<file path="src/rtl/i2c_reg_seq_pkg.sv">
// Shared I2C command codes plus the sequencer and issuer state encodings.
// The command codes must stay in step with the byte-level I2C master.
package i2c_reg_seq_pkg;
  localparam logic [2:0] k_START_CMD   = 3'd0;
  localparam logic [2:0] k_RESTART_CMD = 3'd1;
  localparam logic [2:0] k_STOP_CMD    = 3'd2;
  localparam logic [2:0] k_READ_CMD    = 3'd3;
  localparam logic [2:0] k_WRITE_CMD   = 3'd4;

  localparam logic [3:0] k_seq_IDLE    = 4'd0;
  localparam logic [3:0] k_seq_START   = 4'd1;
  localparam logic [3:0] k_seq_DEV_W   = 4'd2;
  localparam logic [3:0] k_seq_REG     = 4'd3;
  localparam logic [3:0] k_seq_WDATA   = 4'd4;
  localparam logic [3:0] k_seq_RESTART = 4'd5;
  localparam logic [3:0] k_seq_DEV_R   = 4'd6;
  localparam logic [3:0] k_seq_READ    = 4'd7;
  localparam logic [3:0] k_seq_STOP    = 4'd8;
  localparam logic [3:0] k_seq_RESP    = 4'd9;

  localparam logic [1:0] k_iss_IDLE  = 2'd0;
  localparam logic [1:0] k_iss_ISSUE = 2'd1;
  localparam logic [1:0] k_iss_BUSY  = 2'd2;
  localparam logic [1:0] k_iss_DONE  = 2'd3;

  // The single read byte is always the last one, so the master NACKs it.
  localparam logic [7:0] k_READ_LAST_BYTE = 8'h01;
endpackage

</file>
<file path="src/rtl/i2c_cmd_issuer.sv">
// Hands one command to the I2C master (ISSUE/BUSY/DONE) and samples its result.
// Optional watchdog enabled by defining I2C_SEQ_TIMEOUT_EN.
module i2c_cmd_issuer
  import i2c_reg_seq_pkg::*;
#(
  parameter int TIMEOUT_CYCLES = 65535,
  parameter int TIMEOUT_W      = 16
) (
  input  logic       clk,
  input  logic       reset,
  input  logic       go,
  input  logic [2:0] cmd,
  input  logic [7:0] data,
  output logic       done,
  output logic       ack,
  output logic [7:0] rdata,
  output logic       timeout,
  output logic       m_write,
  output logic [2:0] m_cmd,
  output logic [7:0] m_data_in,
  input  logic       m_ready,
  input  logic       m_ack,
  input  logic [7:0] m_data_out
);
  logic [1:0] state;
  logic       expired;

`ifdef I2C_SEQ_TIMEOUT_EN
  logic [TIMEOUT_W-1:0] wd_cnt;

  assign expired = (state != k_iss_IDLE) && (wd_cnt == TIMEOUT_W'(TIMEOUT_CYCLES - 1));

  always_ff @(posedge clk or posedge reset) begin
    if (reset)                          wd_cnt <= '0;
    else if (state == k_iss_IDLE && go) wd_cnt <= '0;
    else if (state != k_iss_IDLE)       wd_cnt <= wd_cnt + 1'b1;
  end
`else
  logic unused_timeout_cfg;
  assign unused_timeout_cfg = (TIMEOUT_CYCLES == 0) ^ (TIMEOUT_W == 0);
  assign expired = 1'b0;
`endif

  always_ff @(posedge clk or posedge reset) begin
    if (reset) begin
      state     <= k_iss_IDLE;
      done      <= 1'b0;
      ack       <= 1'b0;
      rdata     <= '0;
      timeout   <= 1'b0;
      m_write   <= 1'b0;
      m_cmd     <= '0;
      m_data_in <= '0;
    end else begin
      done    <= 1'b0;
      timeout <= 1'b0;
      m_write <= 1'b0;
      case (state)
        k_iss_IDLE: if (go) begin
          m_cmd     <= cmd;
          m_data_in <= data;
          if (m_ready) begin
            m_write <= 1'b1;
            state   <= k_iss_BUSY;
          end else begin
            state <= k_iss_ISSUE;
          end
        end
        k_iss_ISSUE: if (m_ready) begin
          m_write <= 1'b1;
          state   <= k_iss_BUSY;
        end
        // m_ready may stay high a few cycles after the strobe; only its fall counts.
        k_iss_BUSY: if (!m_ready) state <= k_iss_DONE;
        default: if (m_ready) begin
          done  <= 1'b1;
          ack   <= m_ack;
          rdata <= m_data_out;
          state <= k_iss_IDLE;
        end
      endcase
      if (expired) begin
        timeout <= 1'b1;
        done    <= 1'b0;
        m_write <= 1'b0;
        state   <= k_iss_IDLE;
      end
    end
  end
endmodule

</file>
<file path="src/rtl/i2c_reg_seq.sv">
// Register-access sequencer: one host request becomes the I2C master command stream.
// Optional watchdog abort enabled by defining I2C_SEQ_TIMEOUT_EN.
module i2c_reg_seq
  import i2c_reg_seq_pkg::*;
#(
  parameter int TIMEOUT_CYCLES = 65535,
  parameter int TIMEOUT_W      = 16
) (
  input  logic       clk,
  input  logic       reset,
  input  logic       req_valid,
  output logic       req_ready,
  input  logic       req_rnw,
  input  logic [6:0] req_dev_addr,
  input  logic [7:0] req_reg_addr,
  input  logic [7:0] req_wdata,
  output logic       rsp_valid,
  output logic [7:0] rsp_rdata,
  output logic       rsp_nack,
  output logic       rsp_timeout,
  output logic       m_write,
  output logic [2:0] m_cmd,
  output logic [7:0] m_data_in,
  input  logic       m_ready,
  input  logic       m_ack,
  input  logic [7:0] m_data_out
);
  logic [3:0] state, nxt;
  logic       rnw, nack_seen, go, launch, accept, is_wr_state;
  logic [6:0] dev;
  logic [7:0] reg_addr, wdata, rd_byte, cmd_data, nxt_data, rdata;
  logic [2:0] cmd, nxt_cmd;
  logic       done, ack, timeout;

  i2c_cmd_issuer #(.TIMEOUT_CYCLES(TIMEOUT_CYCLES), .TIMEOUT_W(TIMEOUT_W)) u_issuer (
    .clk(clk), .reset(reset), .go(go), .cmd(cmd), .data(cmd_data),
    .done(done), .ack(ack), .rdata(rdata), .timeout(timeout),
    .m_write(m_write), .m_cmd(m_cmd), .m_data_in(m_data_in),
    .m_ready(m_ready), .m_ack(m_ack), .m_data_out(m_data_out)
  );

  assign accept      = req_valid && req_ready;
  assign is_wr_state = (state == k_seq_DEV_W) || (state == k_seq_REG) ||
                       (state == k_seq_WDATA) || (state == k_seq_DEV_R);

  always_comb begin
    nxt = state;
    case (state)
      k_seq_IDLE:    if (accept) nxt = k_seq_START;
      k_seq_START:   if (done) nxt = k_seq_DEV_W;
      k_seq_DEV_W:   if (done) nxt = ack ? k_seq_STOP : k_seq_REG;
      k_seq_REG:     if (done) nxt = ack ? k_seq_STOP : (rnw ? k_seq_RESTART : k_seq_WDATA);
      k_seq_WDATA:   if (done) nxt = k_seq_STOP;
      k_seq_RESTART: if (done) nxt = k_seq_DEV_R;
      k_seq_DEV_R:   if (done) nxt = ack ? k_seq_STOP : k_seq_READ;
      k_seq_READ:    if (done) nxt = k_seq_STOP;
      k_seq_STOP:    if (done) nxt = k_seq_RESP;
      default:       nxt = k_seq_IDLE;
    endcase
    // A stuck master cannot be trusted with a STOP, so abort straight to the response.
    if (timeout) nxt = k_seq_RESP;

    nxt_cmd  = k_STOP_CMD;
    nxt_data = '0;
    case (nxt)
      k_seq_START:   nxt_cmd = k_START_CMD;
      k_seq_DEV_W:   begin nxt_cmd = k_WRITE_CMD; nxt_data = {dev, 1'b0}; end
      k_seq_REG:     begin nxt_cmd = k_WRITE_CMD; nxt_data = reg_addr; end
      k_seq_WDATA:   begin nxt_cmd = k_WRITE_CMD; nxt_data = wdata; end
      k_seq_RESTART: nxt_cmd = k_RESTART_CMD;
      k_seq_DEV_R:   begin nxt_cmd = k_WRITE_CMD; nxt_data = {dev, 1'b1}; end
      k_seq_READ:    begin nxt_cmd = k_READ_CMD; nxt_data = k_READ_LAST_BYTE; end
      default:       nxt_cmd = k_STOP_CMD;
    endcase
    launch = (nxt != state) && (nxt != k_seq_IDLE) && (nxt != k_seq_RESP);
  end

  always_ff @(posedge clk) begin
    if (state == k_seq_IDLE && accept) begin
      rnw      <= req_rnw;
      dev      <= req_dev_addr;
      reg_addr <= req_reg_addr;
      wdata    <= req_wdata;
      rd_byte  <= '0;
    end else if (state == k_seq_READ && done) begin
      rd_byte <= rdata;
    end
  end

  always_ff @(posedge clk or posedge reset) begin
    if (reset) begin
      state       <= k_seq_IDLE;
      req_ready   <= 1'b0;
      nack_seen   <= 1'b0;
      go          <= 1'b0;
      cmd         <= '0;
      cmd_data    <= '0;
      rsp_valid   <= 1'b0;
      rsp_rdata   <= '0;
      rsp_nack    <= 1'b0;
      rsp_timeout <= 1'b0;
    end else begin
      state     <= nxt;
      req_ready <= (nxt == k_seq_IDLE);
      go        <= launch;
      if (launch) begin
        cmd      <= nxt_cmd;
        cmd_data <= nxt_data;
      end
      if (state == k_seq_IDLE && accept)   nack_seen <= 1'b0;
      else if (is_wr_state && done && ack) nack_seen <= 1'b1;
      rsp_valid <= 1'b0;
      if (nxt == k_seq_RESP && state != k_seq_RESP) begin
        rsp_valid   <= 1'b1;
        rsp_timeout <= timeout;
        rsp_nack    <= !timeout && nack_seen;
        rsp_rdata   <= (!timeout && rnw && !nack_seen) ? rd_byte : 8'h00;
      end
    end
  end
endmodule
</file>
<file path="config.mk">
export PLATFORM = sky130hd
export DESIGN_NAME = i2c_reg_seq
export DESIGN_NICKNAME = d
export VERILOG_FILES = /design/src/rtl/i2c_reg_seq_pkg.sv /design/src/rtl/i2c_cmd_issuer.sv /design/src/rtl/i2c_reg_seq.sv
export SDC_FILE = /design/constraint.sdc
export NUM_CORES = 1
export LEC_CHECK = 0
export CAP_MARGIN = 20
export CORE_ASPECT_RATIO = 0.75
export CORE_MARGIN = 10
export CORE_UTILIZATION = 44
export CTS_CLUSTER_DIAMETER = 40
export DETAILED_ROUTE_END_ITERATION = 8
export PLACE_DENSITY = 0.68
export SYNTH_ARGS = -nofsm -noshare
export SYNTH_HDL_FRONTEND = slang
export SYNTH_SLANG_ARGS = --single-unit
</file>
<file path="constraint.sdc">
create_clock -name clk -period 2.65 [get_ports clk]
set_input_delay 0.795 -clock clk [delete_from_list [all_inputs] [get_ports clk]]
set_output_delay 0.795 -clock clk [all_outputs]
set_load 0.1 [all_outputs]
</file>
==> results_dict.tcl, run 1 <==
set metrics [dict create \
    status "completed" \
    core_area_mm2 0.00795 \
    vias_per_cell 5.01 \
    initial_core_util 0.454 \
    cts_resized 0 \
    cellLeakagePower_nw 1.95 \
    synth_common_cells "dfrtp_1, nand2_1, nor2_1" \
    die-area_mm2 0.0123 \
    max-vdd-ir-drop_v 0.000675 \
    path_class "in2reg" \
    synth_area_leaders "dfrtp_1, edfxtp_1, mux2_2, dfxtp_1, nand2_1" \
    die_width_um 125 \
    io_pins 61 \
    synth_compound_area_frac 0.0947 \
    utilization 0.560 \
    diodes 0 \
    cts_sinks 84 \
    yosys_most_used_dff "dfrtp_1" \
    intPower_mw 3.06 \
    synth_warnings 0 \
    path_cells "clkdlybuf4s50_1 > and3_1 > nor4_4 > buf_4 > mux2_2 > a21oi_1" \
    timing.final.crit_share 0.835 \
    max_stage_delay_ns 0.41 \
    final_hold_viol_count 0 \
    setup_violations 0 \
    pwr-share-clk 0.187 \
    dp_hpwl_mm 5.29 \
    cp_num_buf_inv 2 \
    dr.pass1.iters 5 \
    synth-xor-area-share 0 \
    rsz0062_at_grt "false" \
    hold_buffers 0 \
    cts_inserted_buffers 9 \
    wl_per_cell_um 15.7 \
    setup.worst_path.start_class "input port" \
    clock_latency_ns 0.35 \
    fin_setup_tns_ns 0 \
    grt_overflow 0 \
    p_sw_frac 0.417 \
    track_usage 0.122 \
    hp-class "reg2reg" \
    die_h_um 98.4 \
    maxCapViolCount 0 \
    finClkSkew_ns 0.00801 \
    grt_pass1_wl_mm 12.2 \
    final_antenna_net_count 0 \
    power.switching_mw 2.19 \
    dp.cells 456 \
    vias 2363 \
    place_congestion 0.752 \
    post_cts_buffers 0 \
    fmax_mhz 452 \
    power_frac_comb 0.429 \
    layout-drive-gt1-share 0.237 \
    clock_path_buffers 2 \
    synth_top_family_by_area "simple AND/OR/NAND/NOR gates" \
    cp_top_family "buffers and inverters" \
    synth_seq_area_share 0.605 \
    syn-num-nets 340 \
    cp_max_fo 14 \
    fin_cells 472 \
    synth_edf_count 24 \
    async_reset_ff_frac 0.619 \
    drtIter0Drc 171 \
    drv_slew 0 \
    grt_pass1_vias 2401 \
    power_density_mw_per_mm2 1180 \
    wl_mm 7.40 \
    netlist_area_mm2 0.00361 \
    fin_hold_ws_ns 0.457 \
    synth_simple_gate_area_frac 0.123 \
    cts_root_buf "clkbuf_8" \
    antenna_found_initial 0 \
    seqPwrFrac 0.383 \
    rows 28 \
    cp_slowest_cell "clkdlybuf4s50_1" \
    yosysUniqueCellTypes 47 \
    end_kind "flop" \
    fin_crit_ns 2.21 \
    port_buffers 59 \
    netlist.area_leader.share 0.361 \
    maxSlewHeadroom 0.545 \
    yosys.area.top_type "dfrtp_1" \
    cts_tree "yes" \
    synthMuxAreaShare 0.113 \
    worst_pin_slew_ns 0.679 \
    crit_required_ns 2.92 \
    drc_errors 0 \
    grt_max_degree 53 \
    path_clk_slew_ns 0.08 \
    syn_area_per_cell_um2 12.1 \
    yosysMostFrequentCell "dfrtp_1" \
    fill_cells 667 \
    arrival_ns 2.49 \
    final_nets 403 \
    synthCells 299 \
    area_growth_pct 23.4 \
    synthAdderAreaFrac 0.0139 \
    ys_seq_elements 84 \
    htreeDepth 3 \
]
-- final cells by class --
| class | count | area [um^2] | share of cell area |
|---|---|---|---|
| repair buffers | 67 | 606 | 0.136 |
| multi-input cells | 182 | 1250 | 0.280 |
| clock buffers | 10 | 128 | 0.0287 |
| well taps | 105 | 131 | 0.0295 |
| flip-flops and latches | 84 | 2180 | 0.490 |
| inverters | 18 | 68.8 | 0.0155 |
| clock inverters | 6 | 87.6 | 0.0197 |
-- path summary, 6_finish.rpt --
| kind | start | end | slack [ns] | cells past startpoint |
|---|---|---|---|---|
| min in group asynchronous | reset | u_issuer.rdata[5]$_DFFE_PP0P_ | 0.81 | 3 |
| worst min-delay path | rd_byte[6]$_SDFFE_PP0P_ | rsp_rdata[6]$_DFFE_PP0P_ | 0.46 | 2 |
| max in group asynchronous | reset | state[3]$_DFF_PP0_ | 1.61 | 3 |
| worst min register to register | rd_byte[6]$_SDFFE_PP0P_ | rsp_rdata[6]$_DFFE_PP0P_ | 0.46 | 2 |
| worst max-delay path | req_valid | cmd_data[5]$_DFFE_PP0P_ | 0.44 | 6 |
| worst max register to register | state[1]$_DFF_PP0_ | cmd[2]$_DFFE_PP0P_ | 0.44 | 7 |
-- kinds of logic after synthesis --
logic type	count (synthesis)
other	1
adder cells (fa/ha/maj)	4
AND/OR/NAND/NOR	90
flip-flops	84
multiplexers	36
buffers and inverters	33
AO/OA/AOI/OAI	51
-- power by group through the flow --
stage	clock (mW)	combinational, mW	sequential [mW]
2_1_floorplan	0	1.27	2.53
3_3_place_gp	0	2.19	2.03
3_5_place_dp	0	2.25	2.04
4_1_cts	1.01	2.27	2.01
5_1_grt	1.07	2.44	2.06
6_report	0.982	2.25	2.01
-- placed cells by master, fill, tap and decap left out, types with 2 or more instances in the layout --
cell type and instances:
mux2_4 4, mux2_2 23, clkinvlp_4 2, a21oi_1 17
and3_1 2, nor3_1 2, o31ai_1 2, edfxtp_1 24
nor2b_1 4, a21oi_2 5, or3b_1 2, buf_4 30
nand2_1 33, ha_1 4, bufinv_16 2, nand2b_1 8
mux2i_1 9, nor2_1 27, dfrtp_1 52, o21ai_0 11
dfxtp_1 8, clkdlybuf4s50_1 36, a31oi_1 8, inv_1 16
clkbuf_8 9
-- layer usage --
metal	global-route usage	vias to the layer above	part of all wire
li1	-	1158	-
met5	0	-	0
met1	0.159	1139	0.47
met4	0.0429	0	0.014
met3	0.0428	7	0.047
met2	0.184	59	0.47
-- flip-flops by register name, summed over array words and instances (netlist names), 2 cells and up --
register            cells
cmd                     3
u_issuer.m_cmd          3
u_issuer.m_data_in      8
u_issuer.rdata          8
state                   4
u_issuer.state          2
cmd_data                8
rd_byte                 8
wdata                   8
reg_addr                8
dev                     7
rsp_rdata               8
-- worst min-delay path: stages, from the launching register on --
cell and delay, ns:
dfxtp_1 0.31, nand2_1 0.05, o21ai_0 0.06
-- stage by stage --
step                area (um^2)  worst slack [ns]  power [mW]
floorplan                  3610            0.0887        3.80
global placement           4240             0.150        4.22
detailed placement         4240            0.0856        4.29
CTS                        4450             0.453        5.29
global route               4450             0.321        5.57
finish                     4450             0.437        5.24
Note: power is estimated with default switching activity, not from simulation.
==> run 2, diff against run 1 <==
--- a/config.mk
+++ b/config.mk
@@ -11,7 +11,7 @@
 export CORE_UTILIZATION = 44
 export CTS_CLUSTER_DIAMETER = 40
 export DETAILED_ROUTE_END_ITERATION = 8
-export PLACE_DENSITY = 0.68
+export PLACE_DENSITY = 0.71
 export SYNTH_ARGS = -nofsm -noshare
 export SYNTH_HDL_FRONTEND = slang
 export SYNTH_SLANG_ARGS = --single-unit
==> constraint.sdc (replaced) <==
create_clock -name clk -period 1.84 [get_ports clk]
set_input_delay 0.552 -clock clk [delete_from_list [all_inputs] [get_ports clk]]
set_output_delay 0.552 -clock clk [all_outputs]
set_load 0.1 [all_outputs]
==> results_dict.tcl, run 2 (synthesized netlist as in run 1, its figures left out) <==
set metrics [dict create \
    antenna_found_initial 0 \
    port_buffers 59 \
    cts_root_buf "clkbuf_8" \
    fmax_mhz 497 \
    timing.final.crit_share 1.09 \
    most-common-layout-cells "dfrtp_1, clkdlybuf4s50_1, nand2_1, buf_4, buf_12" \
    grt_max_degree 53 \
    drv_slew 0 \
    power_density_mw_per_mm2 1700 \
    finish.instance_area_mm2 0.00520 \
    die-area_mm2 0.0123 \
    io_pins 61 \
    die_h_um 98.4 \
    htreeDepth 3 \
    clock_latency_ns 0.35 \
    rsz0062_at_grt "true" \
    final_nets 432 \
    area_growth_pct 44.3 \
    die_width_um 125 \
    drtIter0Drc 130 \
    cts_inserted_buffers 9 \
    cts_sinks 84 \
    maxSlewHeadroom 0.598 \
    track_usage 0.128 \
    layout.cells.most_common "dfrtp_1" \
    setup_violations 11 \
    crit_required_ns 2.13 \
    dr.pass1.iters 4 \
    fin_ws_ns -0.172 \
    cp_max_fo 6 \
    fin_setup_tns_ns -1.33 \
    vias_per_cell 5.02 \
    fill_cells 562 \
    path_class "reg2reg" \
    initial_core_util 0.454 \
    fin_crit_ns 2.01 \
    diodes 0 \
    wl_mm 7.99 \
    hold_buffers 0 \
    grt_overflow 0 \
    end_kind "flop" \
    hp-class "reg2reg" \
    arrival_ns 2.30 \
    grt_pass1_vias 2623 \
    vias 2514 \
    path_clk_slew_ns 0.09 \
    failed_checks "setup timing" \
    layout-drive-gt1-share 0.376 \
    final_hold_viol_count 0 \
    final_antenna_net_count 0 \
    setup.worst_path.start_class "flop" \
    core_area_mm2 0.00795 \
    finClkSkew_ns 0.0104 \
    status "finished with violations" \
    place_congestion 0.831 \
    clock_path_buffers 2 \
    dp_hpwl_mm 5.61 \
    rows 28 \
    cts_tree "yes" \
    worst_pin_slew_ns 0.602 \
    grt_pass1_wl_mm 12.8 \
    maxCapViolCount 0 \
    wl_per_cell_um 16.0 \
    drc_errors 0 \
    cellLeakagePower_nw 2.23 \
    place_area_mm2 0.00477 \
    max-vdd-ir-drop_v 0.00118 \
]
==> run 2: what timing repair did <==
item                                    in CTS  in global routing
gates resized for setup                     10                 32
cloned                                       0                  1
pin swaps                                    3                  7
setup buffers                                2                  1
endpoints found under the setup margin      11                 12
==> run 2: layer usage <==
metal,global-route usage,vias up,wire length (um)
li1,-,1212,-
met3,0.0412,8,334
met2,0.205,63,3980
met1,0.157,1231,3540
met4,0.0492,0,129
met5,0,-,0
==> run 2: area by class of cell <==
| class | instances | area, um^2 | share of cell area |
|---|---|---|---|
| tap | 105 | 131 | 0.0252 |
| clock inverter | 5 | 62.6 | 0.0120 |
| inverter | 18 | 73.8 | 0.0142 |
| multi-input combinational | 182 | 1390 | 0.268 |
| timing repair buffer | 96 | 1190 | 0.229 |
| clock buffer | 11 | 163 | 0.0313 |
| sequential | 84 | 2190 | 0.421 |
==> run 2: power breakdown <==
group	total, mW	internal [mW]	switching (mW)
combinational	4.46	2.03	2.43
sequential	2.93	2.49	0.443
clock	1.44	0.762	0.673
total	8.82	5.28	3.55
==> run 2: final timing paths <==
kind,from,to,slack [ns],depth (start not counted)
min in group asynchronous,reset,rsp_nack$_DFFE_PP0P_,0.61,3
max,state[0]$_DFF_PP0_,cmd_data[7]$_DFFE_PP0P_,-0.17,7
max reg2reg,state[0]$_DFF_PP0_,cmd_data[7]$_DFFE_PP0P_,-0.17,7
min reg2reg,rd_byte[5]$_SDFFE_PP0P_,rsp_rdata[5]$_DFFE_PP0P_,0.46,2
max in group asynchronous,reset,req_ready$_DFF_PP0_,0.97,3
min,rd_byte[5]$_SDFFE_PP0P_,rsp_rdata[5]$_DFFE_PP0P_,0.46,2
==> run 2: worst max-delay path, cell delays in order (launching register included) <==
cell and delay, ns:
dfrtp_2 0.46, or2_1 0.26, a311o_2 0.48, clkbuf_16 0.19, nor2_4 0.08, a31oi_2 0.06
mux2_4 0.28, a21oi_2 0.12
==> run 2: through the flow <==
stage,cells,hold WS [ns],worst slack (ns),util,power (mW)
3_5_place_dp,481,0.449,-0.381,0.600,6.93
3_3_place_gp,481,0.438,-0.373,0.600,6.81
5_1_grt,501,0.477,-0.201,0.655,9.28
4_1_cts,499,0.460,-0.0791,0.635,8.50
2_1_floorplan,299,0.432,-0.0211,-,5.48
6_report,501,0.457,-0.172,0.655,8.82
==> run 3, diff against run 2 <==
--- a/config.mk
+++ b/config.mk
@@ -11,7 +11,10 @@
 export CORE_UTILIZATION = 44
 export CTS_CLUSTER_DIAMETER = 40
 export DETAILED_ROUTE_END_ITERATION = 8
+export GPL_TIMING_DRIVEN = 0
+export MAX_ROUTING_LAYER = met4
 export PLACE_DENSITY = 0.71
+export SLEW_MARGIN = 15
 export SYNTH_ARGS = -nofsm -noshare
 export SYNTH_HDL_FRONTEND = slang
 export SYNTH_SLANG_ARGS = --single-unit
==> results_dict.tcl, run 3 (synthesized netlist as in run 1, its figures left out) <==
set metrics [dict create \
    rrSetupSlack_ns -0.17 \
    final_antenna_net_count 0 \
    cts_inserted_buffers 9 \
    worstReg2RegStart "state[3]$_DFF_PP0_" \
    vias 2480 \
    dp.cells 464 \
    end_kind "flop" \
    fin_ws_ns -0.171 \
    whs_path_depth 2 \
    rows 28 \
    cts_root_buf "clkbuf_8" \
    wl_per_cell_um 16.2 \
    grt_pass1_vias 2639 \
    core_area_mm2 0.00795 \
    drc_errors 0 \
    io_pins 61 \
    cts_sinks 84 \
    place_congestion 0.774 \
    setup_violations 11 \
    grt_max_degree 34 \
    crit_required_ns 2.09 \
    layout-drive-gt1-share 0.328 \
    fin_cells 492 \
    path_clk_slew_ns 0.09 \
    multi_input_area_mm2 0.00136 \
    final_nets 423 \
    layout.cells.most_common "dfrtp_1" \
    worstRegToRegCells 9 \
    diodes 0 \
    finClkSkew_ns 0.0113 \
    regArea_mm2 0.00219 \
    cts_tree "yes" \
    max-vdd-ir-drop_v 0.000919 \
    clock_path_buffers 2 \
    wl_mm 7.97 \
    hp-class "reg2reg" \
    place_area_mm2 0.00437 \
    failed_checks "setup timing" \
    fmax_mhz 497 \
    finish.instance_area_mm2 0.00474 \
    hold_buffers 0 \
    grt_overflow 0 \
    vias_per_cell 5.04 \
    finalPower_mw 8.09 \
    final_hold_viol_count 0 \
    htreeDepth 3 \
    cellLeakagePower_nw 2.06 \
    cp_max_fo 7 \
    dp_hpwl_mm 5.33 \
    status "finished with violations" \
    drtIter0Drc 152 \
    utilization 0.596 \
    antenna_found_initial 0 \
    initial_core_util 0.454 \
    setup.worst_path.start_class "flop" \
    worst_pin_slew_ns 0.750 \
    path_class "reg2reg" \
    track_usage 0.136 \
    most-common-layout-cells "dfrtp_1, clkdlybuf4s50_1, nand2_1, edfxtp_1" \
    arrival_ns 2.26 \
    fin_crit_ns 2.01 \
    timing.final.crit_share 1.09 \
    min_from "rd_byte[1]$_SDFFE_PP0P_" \
    rsz0062_at_grt "true" \
    port_buffers 59 \
    fin_setup_tns_ns -1.44 \
    area_growth_pct 31.4 \
    fill_cells 669 \
    dr.pass1.iters 4 \
    min_to "rsp_rdata[1]$_DFFE_PP0P_" \
    grt_pass1_wl_mm 13.4 \
    reg2reg_to "cmd_data[0]$_DFFE_PP0P_" \
    die_width_um 125 \
    power_density_mw_per_mm2 1710 \
    die_h_um 98.4 \
    maxCapViolCount 0 \
    die-area_mm2 0.0123 \
    clock_latency_ns 0.36 \
    maxSlewHeadroom 0.499 \
    drv_slew 0 \
]
==> run 3: cell count changes in the layout (fill, tap and decap cells not counted), moves of 3 or more <==
cell     delta
a31oi_1     +4
a31oi_2     -4
buf_2      +21
dfrtp_1     +4
nor2_4      -3
dfrtp_2     -4
buf_6       +5
buf_4      -17
buf_12     -26
==> run 3: critical path, cell delays in order, from the launching register on <==
cell and delay (ns):
dfrtp_1 0.39, buf_6 0.13, or3b_4 0.42, a21oi_4 0.17
nor4_4 0.06, buf_4 0.16, a41oi_4 0.19, buf_6 0.16
o221ai_2 0.09, o21a_1 0.13
==> run 3: metal layers <==
metal	wire length [um]	vias to the layer above	global-route usage
met1	3660	1240	0.170
li1	-	1193	-
met5	0	-	-
met2	3960	39	0.212
met4	99	0	0.0474
met3	250	8	0.0337
==> run 3: layout make-up <==
cell class / count / share of cell area
clock inverter: 6 / 0.0145
tap: 105 / 0.0277
sequential: 84 / 0.462
multi-input combinational: 182 / 0.287
inverter: 18 / 0.0161
timing repair buffer: 73 / 0.137
buffer: 14 / 0.0288
clock buffer: 10 / 0.0269
==> run 3: report_power, final <==
group          switching [mW]  internal (mW)  total, mW
clock                   0.696          0.642       1.34
sequential              0.352           2.48       2.83
combinational            2.41           1.51       3.92
==> run 3: worst max-delay path by stage <==
stage | endpoint | slack (ns) | cells past startpoint | start
floorplan | cmd_data[1]$_DFFE_PP0P_ | -0.02 | 5 | req_ready$_DFF_PP0_
global placement | cmd_data[1]$_DFFE_PP0P_ | -0.55 | 6 | req_valid
detailed placement | cmd_data[1]$_DFFE_PP0P_ | -0.55 | 6 | req_valid
CTS | cmd_data[3]$_DFFE_PP0P_ | -0.13 | 10 | state[3]$_DFF_PP0_
global route | cmd_data[0]$_DFFE_PP0P_ | -0.24 | 8 | u_issuer.ack$_DFFE_PP0P_
finish | cmd_data[0]$_DFFE_PP0P_ | -0.17 | 9 | state[3]$_DFF_PP0_
==> run 3: per-stage QoR <==
step / hold slack (ns) / setup WS, ns
2_1_floorplan: 0.432 / -0.0211
3_3_place_gp: 0.441 / -0.550
3_5_place_dp: 0.446 / -0.551
4_1_cts: 0.459 / -0.133
5_1_grt: 0.491 / -0.235
6_report: 0.458 / -0.171
==> run 3: what timing repair did <==
item,4_1_cts,5_1_grt
setup endpoints to repair,46,72
pin swaps,5,3
gates resized for setup,118,33
setup buffers,10,3
